<file path="config.mk">
export PLATFORM = sky130hd
export DESIGN_NAME = scalar_writeback_queue
export DESIGN_NICKNAME = d
export VERILOG_FILES = /design/src/rtl/scalar_writeback_queue.sv
export SDC_FILE = /design/constraint.sdc
export NUM_CORES = 1
export LEC_CHECK = 0
export BUFFER_PORTS_ARGS = -buffer_cell sky130_fd_sc_hd__buf_2
export CAP_MARGIN = 30
export CELL_PAD_IN_SITES_DETAIL_PLACEMENT = 1
export CELL_PAD_IN_SITES_GLOBAL_PLACEMENT = 2
export CORE_AREA = 2 2 196 198
export CTS_CLUSTER_SIZE = 24
export DETAILED_ROUTE_END_ITERATION = 10
export DIE_AREA = 0 0 198 200
export GPL_ROUTABILITY_DRIVEN = 0
export HOLD_SLACK_MARGIN = 0.02
export PLACE_DENSITY_LB_ADDON = 0.1
export SLEW_MARGIN = 15
export SYNTH_ARGS = -nofsm -noshare
export SYNTH_HDL_FRONTEND = slang
export SYNTH_SLANG_ARGS = --single-unit
</file>
<file path="constraint.sdc">
create_clock -name clk -period 4.3 [get_ports clk]
set_input_delay 0.43 -clock clk [delete_from_list [all_inputs] [get_ports clk]]
set_output_delay 0.43 -clock clk [all_outputs]
set_load 0.02 [all_outputs]
</file>
<file path="src/rtl/scalar_writeback_queue.sv">
// Purpose : merges ALU results and load returns onto the scalar register file write port.
// Latency : 1 cycle from acceptance to WA3/WD3/WE3; a queued load issues 1 cycle after its first ALU-free cycle at the head.
// Backpr. : ALU has no back-pressure; loads are refused via mem_ready when the FIFO holds DEPTH entries.
//
// Ports:
//   clk, rst               clock (rising edge), synchronous active-low reset
//   alu_valid/addr/data    ALU result stream, always wins the write port
//   mem_valid/addr/data    load return stream, mem_ready accepts it
//   WA3/WD3/WE3            register file write port (registered)
//   pending                one-hot OR of destinations of valid queued loads
//   count                  FIFO slot occupancy (includes invalidated entries)
//   drop_cnt               saturating count of illegal writes dropped
// Optional feature: define WB_DROP_COUNT_EN to build the dropped-write counter;
// otherwise drop_cnt is tied to zero.
module scalar_writeback_queue #(
  parameter int N     = 32,
  parameter int DEPTH = 4
) (
  input  logic                       clk,
  input  logic                       rst,
  input  logic                       alu_valid,
  input  logic [4:0]                 alu_addr,
  input  logic [N-1:0]               alu_data,
  input  logic                       mem_valid,
  input  logic [4:0]                 mem_addr,
  input  logic [N-1:0]               mem_data,
  output logic                       mem_ready,
  output logic [4:0]                 WA3,
  output logic [N-1:0]               WD3,
  output logic                       WE3,
  output logic [15:0]                pending,
  output logic [$clog2(DEPTH+1)-1:0] count,
  output logic [15:0]                drop_cnt
);

  localparam int CW = $clog2(DEPTH+1);
  localparam int PW = $clog2(DEPTH);
  localparam logic [CW-1:0] DEPTH_C = CW'(DEPTH);

  // r0 is hard zero and r15 is the pc; neither is writable from writeback.
  function automatic logic is_legal(input logic [4:0] a);
    return !a[4] && (a[3:0] != 4'h0) && (a[3:0] != 4'hF);
  endfunction

  logic [4:0]       q_addr [DEPTH];
  logic [N-1:0]     q_data [DEPTH];
  logic [DEPTH-1:0] q_vld;
  logic [PW-1:0]    rd_ptr;
  logic [PW-1:0]    wr_ptr;
  logic [CW-1:0]    cnt_q;

  logic alu_ok;
  logic mem_acc;
  logic mem_ok;
  logic head_busy;
  logic do_pop;
  logic do_byp;
  logic do_push;

  // Readiness uses the registered count only, so a full FIFO refuses a push
  // even in a cycle where it also pops.
  assign mem_ready = rst && (cnt_q < DEPTH_C);

  assign alu_ok    = alu_valid && is_legal(alu_addr);
  assign mem_acc   = mem_valid && mem_ready;
  assign mem_ok    = mem_acc && is_legal(mem_addr);
  assign head_busy = (cnt_q != '0);
  assign do_pop    = !alu_ok && head_busy;
  assign do_byp    = !alu_ok && !head_busy && mem_ok;
  // A same-cycle ALU write to the same register makes the incoming load stale,
  // so it never takes a slot.
  assign do_push   = mem_ok && !do_byp && !(alu_ok && (alu_addr == mem_addr));

  always_ff @(posedge clk) begin
    if (!rst) begin
      rd_ptr <= '0;
      wr_ptr <= '0;
      cnt_q  <= '0;
      q_vld  <= '0;
      WE3    <= 1'b0;
      WA3    <= '0;
      WD3    <= '0;
    end else begin
      // WAW: the ALU result is younger than every queued load.
      if (alu_ok) begin
        for (int i = 0; i < DEPTH; i++) begin
          if (q_addr[i] == alu_addr) q_vld[i] <= 1'b0;
        end
      end
      if (do_pop) begin
        q_vld[rd_ptr] <= 1'b0;
        rd_ptr        <= rd_ptr + PW'(1);
      end
      if (do_push) begin
        q_vld[wr_ptr] <= 1'b1;
        wr_ptr        <= wr_ptr + PW'(1);
      end
      case ({do_push, do_pop})
        2'b10:   cnt_q <= cnt_q + CW'(1);
        2'b01:   cnt_q <= cnt_q - CW'(1);
        default: cnt_q <= cnt_q;
      endcase

      if (alu_ok) begin
        WE3 <= 1'b1;
        WA3 <= alu_addr;
        WD3 <= alu_data;
      end else if (do_pop) begin
        // An invalidated head still frees its slot but writes nothing.
        WE3 <= q_vld[rd_ptr];
        if (q_vld[rd_ptr]) begin
          WA3 <= q_addr[rd_ptr];
          WD3 <= q_data[rd_ptr];
        end
      end else if (do_byp) begin
        WE3 <= 1'b1;
        WA3 <= mem_addr;
        WD3 <= mem_data;
      end else begin
        WE3 <= 1'b0;
      end
    end
  end

  // Payload storage needs no reset; q_vld qualifies every slot.
  always_ff @(posedge clk) begin
    if (do_push) begin
      q_addr[wr_ptr] <= mem_addr;
      q_data[wr_ptr] <= mem_data;
    end
  end

  always_comb begin
    pending = '0;
    for (int i = 0; i < DEPTH; i++) begin
      if (q_vld[i]) pending[q_addr[i][3:0]] = 1'b1;
    end
  end

  assign count = cnt_q;

`ifdef WB_DROP_COUNT_EN
  logic        alu_ill;
  logic        mem_ill;
  logic [16:0] drop_sum;
  logic [15:0] drop_q;

  // Only loads actually handshaken count as dropped writes.
  assign alu_ill  = alu_valid && !is_legal(alu_addr);
  assign mem_ill  = mem_acc && !is_legal(mem_addr);
  assign drop_sum = {1'b0, drop_q} + 17'(alu_ill) + 17'(mem_ill);

  always_ff @(posedge clk) begin
    if (!rst) drop_q <= '0;
    else      drop_q <= drop_sum[16] ? 16'hFFFF : drop_sum[15:0];
  end

  assign drop_cnt = drop_q;
`else
  assign drop_cnt = '0;
`endif

endmodule

</file>
# Yosys cells after proc, flatten, opt, wreduce, memory -nomap -nowiden
# Memory sizes are Yosys's and may differ from the RTL's. A register that Yosys moved wholly into a read port is not among the register bits.
# Cells that the tools add are included.
# W data, S select, Z words.
[op_classes]
eq_ne = 10
n_mux = 45
n_reduce_logical = 32
magnitude_cmp = 13
bitwise = 6
add_sub_neg = 4
[ops]
columns = ["operator", "count"]
rows = [
  ["$mux W32", 4],
  ["$mux W16", 4],
  ["$or A16 B16 Y16", 3],
  ["$eq A5 B5 Y1", 5],
  ["$logic_and A1 B1 Y1", 20],
  ["$lt A4 B5 Y1 const B", 4],
  ["$mux W4", 5],
  ["$mux W5", 4],
  ["$demux W1 S4", 4],
  ["$ge A4 B1 Y1 const B", 4],
  ["$mux W1", 16],
  ["$mux W2", 4],
  ["$ne A4 B4 Y1 const B", 2],
  ["$reduce_bool A4 Y1", 2],
  ["$logic_not A1 Y1", 6],
  ["$lt A2 B3 Y1 const B", 2],
  ["$pmux W3 S2", 1],
  ["$reduce_bool A3 Y1", 2],
  ["$add A2 B1 Y2 const B", 2],
  ["$and A4 B4 Y4", 1],
  ["$demux W1 S2", 2],
  ["$ge A2 B1 Y1 const B", 2],
  ["$not A4 Y4", 1],
  ["$or A4 B4 Y4", 1],
  ["9 further kinds", 9],
]
[totals]
word_cells = 119
memories = 2
output_inout_bits = 74
ram_bits = 148
register_bits = 49
[mem_list]
columns = ["name", "depth", "width", "read_ports", "rd_ports_with_merged_regs", "write_ports", "line_no", "source"]
rows = [
  ["q_data", 4, 32, 1, 1, 1, "46", "logic [N-1:0] q_data [DEPTH];"],
  ["q_addr", 4, 5, 5, 1, 1, "45", "logic [4:0] q_addr [DEPTH];"],
]

# Depth between registers and ports, before layout
[depth]
depth_word = 12
depth_mapped = 13
mapped_depth_nobuf = 11

# Worst setup path after synthesis
# No wires, ideal clock.
[synth_timing]
path_type = "input port to flip-flop"
startpoint = "input rst"
endpoint = "memory q_addr[0][0], enable pin"
t_arrival_ns = 2.602
path_stages = 6
n_path_buf = 2
slack_ns = 1.300
cell_sequence = "buf_2 -> nor2b_1 -> nand4_1 -> a211oi_2 -> buf_4 -> and2_1"
[synth_between]
elab_chain_len = 9
[synth_lines]
columns = ["element", "line_no", "source"]
rows = [
  ["start: declaration", "20", "input logic rst,"],
  ["$logic_and A1 B1 Y1 (*)", "62", "assign mem_ready = rst && (cnt_q < DEPTH_C);"],
  ["via mem_ready", "27", "output logic mem_ready,"],
  ["$logic_and A1 B1 Y1 (*)", "65", "assign mem_acc = mem_valid && mem_ready;"],
  ["$logic_and A1 B1 Y1 (*)", "66", "assign mem_ok = mem_acc && is_legal(mem_addr);"],
  ["$logic_and A1 B1 Y1", "69", "assign do_byp = !alu_ok && !head_busy && mem_ok;"],
  ["$logic_not A1 Y1", "72", "assign do_push = mem_ok && !do_byp && !(alu_ok && (alu_addr == mem_addr));"],
  ["$logic_and A1 B1 Y1 (*) (2 in series)", "72", ""],
  ["$mux W1 (*)", "127", "if (do_push) begin"],
  ["$mux W1 (not written as such) (*)", "128", "q_addr[wr_ptr] <= mem_addr;"],
  ["end: declaration", "45", ""],
]
# The timed path passes the listed nets; every way through them passes the cells marked *.

# Worst setup path after layout
[layout_timing]
startpoint = "input alu_addr[0]"
endpoint = "register cnt_q[2] (netlist: count[2])"
[layout_between]
elab_chain_len = 12
word_cells_on_any_way = 19
classes_between = "eq/ne: 4; mux: 1; reduce/logical: 14"
[layout_lines]
columns = ["element", "line_no", "source"]
rows = [
  ["start: declaration", "22", "input logic [4:0] alu_addr,"],
  ["$reduce_bool A4 Y1", "42", "return !a[4] && (a[3:0] != 4'h0) && (a[3:0] != 4'hF);"],
  ["$logic_and A1 B1 Y1 (2 in series)", "42", ""],
  ["$logic_and A1 B1 Y1", "64", "assign alu_ok = alu_valid && is_legal(alu_addr);"],
  ["$logic_not A1 Y1", "68, 69", ""],
  ["$logic_and A1 B1 Y1 (2 in series)", "69", ""],
  ["$logic_not A1 Y1", "72", ""],
  ["$logic_and A1 B1 Y1 (2 in series)", "72", ""],
  ["$eq A2 B1 Y1 / $eq A2 B2 Y1 (equally long branches)", "98", "case ({do_push, do_pop})"],
  ["$pmux W3 S2 / $reduce_bool A2 Y1 (equally long branches)", "--", ""],
  ["end signal: assignment", "99", "2'b10: cnt_q <= cnt_q + CW'(1);"],
  ["end signal: assignment", "100", "2'b01: cnt_q <= cnt_q - CW'(1);"],
  ["end signal: assignment", "101", "default: cnt_q <= cnt_q;"],
  ["end: declaration", "50", "logic [CW-1:0] cnt_q;"],
]
# Several ways; a longest one is shown, not always the timed one.
# A chain may end at the register's enable or synchronous reset.

==> flow_metrics.tcl <==
set metrics [dict create \
    num_rows 71 \
    max_stage_delay_ps 570 \
    grt_use_met2_pct 25.6 \
    crit_path_start "alu_addr[0]" \
    gr-total-overflow 0 \
    synth_edf_count 148 \
    peakVddDrop_uv 256 \
    antenna_left 0 \
    cp-start-kind "input pin" \
    use_met3_pct 2.50 \
    cap_violations 0 \
    port_buffers 135 \
    synth_ff_type "edfxtp_1" \
    vias 6269 \
    skew_ps 15.1 \
    ioPinCount 152 \
    track_usage_pct 14.5 \
    hold_class "in2reg" \
    antenna_found_initial 1 \
    cts_tree "yes" \
    avgSynthCellArea_um2 12.9 \
    finalPower_mw 5.45 \
    multi_input_area_um2 3410 \
    tns_ps 0 \
    min_to "q_data[0][2]" \
    reg2reg_from "count[2]" \
    clk-insertion-delay-late_ps 430 \
    fp.coreArea_um2 37400 \
    yosys_warnings 0 \
    dieArea_um2 39600 \
    synth_area_um2 9290 \
    first_iter_violations 333 \
    drt_pass1_iterations 6 \
    crit_path_max_fanout 30 \
    rr_worst_depth 5 \
    post-cts-setup-buffer-count 0 \
    nFillCells 4066 \
    use_met1_pct 18.2 \
    max_freq_mhz 346 \
    wl_per_cell_um 20.8 \
    powerDensity_nw_per_um2 495 \
    reg2reg_to "q_data[0][10]" \
    cp.required_ps 4660 \
    worst-slew-pin-transition_ps 739 \
    root_buffer "clkbuf_16" \
    clk_pin_slew_ps 70 \
    htreeDepth 4 \
    wl_um 28200 \
    finalCritPeriodShare_pct 67.1 \
    cp_cell_sequence "buf_2, or4_4, nand4b_4, buf_4, a211oi_2, inv_1, ha_1, inv_1, fa_1, xor2_1, or3_1, a21boi_0" \
    outcome "complete, no violations" \
    synthToLayoutAreaGrowth_pct 18.3 \
    min_path_cells 1 \
    critical_path_class "in2reg" \
    syn_inst 718 \
    cts-buffers-inserted 17 \
    min-delay-start "mem_data[2]" \
    worstPathArrival_ps 3250 \
    slowest_stage "or4_4" \
    cts_resized 0 \
    layout-drive-gt1-share_pct 30.1 \
    die_height_um 200 \
    min_period_ps 2890 \
    slew_violations 0 \
    top_usage_layer "met2" \
    grt_pass1_vias 6917 \
    finalHoldViolCount 0 \
    rsz0062_at_grt "no" \
    remaining_drc_errors 0 \
    ys_types 54 \
    setup_viol 0 \
    seq_area_um2 5470 \
    fp.dieW_um 198 \
    grt_max_degree 55 \
    ys_seq_elements 199 \
    worst-r2r-setup-slack_ps 1460 \
    ys_seq_area_share_pct 58.8 \
    leakagePower_nw 3.87 \
    start_util_pct 24.8 \
    final_nets 920 \
    relSlewSlack_pct 50.6 \
    viasPerCell 4.62 \
    cts_hold_buf 0 \
    clock_sinks 199 \
    grt_pass1_wl_um 42600 \
    async_flop_share_pct 0 \
    hpwl_um 19300 \
    end_kind "flop" \
    cp_common_cell "inv_1" \
    cts_max_path_buffers 2 \
]
[worst max path at each step]
| stage | to |
|---|---|
| CTS | q_data[0][8] |
| global placement | count[2] |
| global route | count[2] |
| floorplan | q_addr[0][0] |
| detailed placement | q_data[0][12] |
| finish | count[2] |
[metal layers]
layer	part of all wire, %	up-vias
met1	45	3202
li1	-	2887
met4	1.6	0
met2	50	148
met5	0	-
met3	3.5	32
[area by class of cell]
class / instances / area share (%)
Timing Repair Buffer: 149 / 7.44
Clock buffer: 25 / 4.51
Antenna cell: 1 / 0.0228
Inverter: 10 / 0.341
Multi-Input combinational cell: 455 / 31.0
Tap cell: 511 / 5.82
Sequential cell: 199 / 49.8
Clock inverter: 7 / 1.07
[worst max-delay path, delay by kind of cell]
kind / cells / cell delay (ps)
AOI/OAI and AO/OA: 2 / 400
xor gates and xnor gates: 1 / 160
adders and majority gates: 2 / 580
buffers and inverters: 4 / 680
and+or+nand+nor: 3 / 990
[power by group]
part	internal, mW	total [mW]	switching [mW]
registers	2.18	2.35	0.168
clock network	0.980	1.68	0.696
logic	0.578	1.42	0.839
[cells in the mapped netlist (3+ instances only)]
library cell | n | area (um2)
a21oi_1 | 3 | 15.0
a221o_1 | 8 | 80.1
a22oi_1 | 4 | 30.0
a31oi_1 | 6 | 37.5
a32o_1 | 4 | 40.0
and2_1 | 9 | 56.3
and3_1 | 3 | 18.8
buf_2 | 12 | 60.1
buf_4 | 19 | 143
buf_6 | 11 | 124
clkbuf_1 | 24 | 90.1
dfxtp_1 | 51 | 1020
edfxtp_1 | 148 | 4440
ha_1 | 9 | 113
inv_1 | 10 | 37.5
mux4_2 | 38 | 856
nand2_1 | 124 | 465
nand2b_1 | 8 | 50.1
nand3_1 | 46 | 230
nand3b_1 | 4 | 30.0
nand4_1 | 4 | 25.0
nor2_1 | 9 | 33.8
nor2b_1 | 13 | 81.3
nor4_1 | 5 | 31.3
o211ai_1 | 3 | 22.5
o21ai_0 | 30 | 150
o21ai_1 | 9 | 45.0
o221ai_1 | 4 | 35.0
o22ai_1 | 20 | 125
o22ai_2 | 20 | 250
o32ai_1 | 4 | 35.0
or2_2 | 3 | 18.8
xnor2_1 | 17 | 149
xor2_1 | 11 | 96.3
[cell usage in the layout (no fill, tap or decap), drive strengths merged, types with 5 or more instances in the layout]
cell type,count
clkbuf,25
mux4,38
nor2b,13
and2,10
nor2,9
a31oi,6
nor4,5
buf,149
o22ai,40
xor2,11
ha,9
inv,10
nand2b,8
a221o,8
dfxtp,51
nand2,125
xnor2,17
nand3,46
edfxtp,148
conb,16
o21ai,39
[through the flow]
stage	worst slack, ps	cell area, um2	std cells	utilization (%)	hold slack (ps)
floorplan	1300	9350	733	-	468
global placement	956	10400	1323	27.7	457
detailed placement	896	10400	1324	27.7	460
CTS	1370	11000	1356	29.4	215
global route	1250	11000	1356	29.4	219
finish	1410	11000	1357	29.4	234
[state kept, by name (all words and copies together), names as in the netlist, named ones only]
name / cells
WE3: 1
q_addr: 20
wr_ptr: 2
count: 3
q_data: 128
rd_ptr: 2
WA3: 5
q_vld: 4
WD3: 32
[logic make-up after synthesis]
group	count (synthesis)	synth area share, %
flops	199	58.8
other cells	1	0.0404
compound gates	119	9.86
mux	40	9.43
fa+ha+maj	10	1.43
buf+inv	79	5.31
xor+xnor	28	2.64
simple gates	242	12.5
Power figures use the tool's default switching activity.
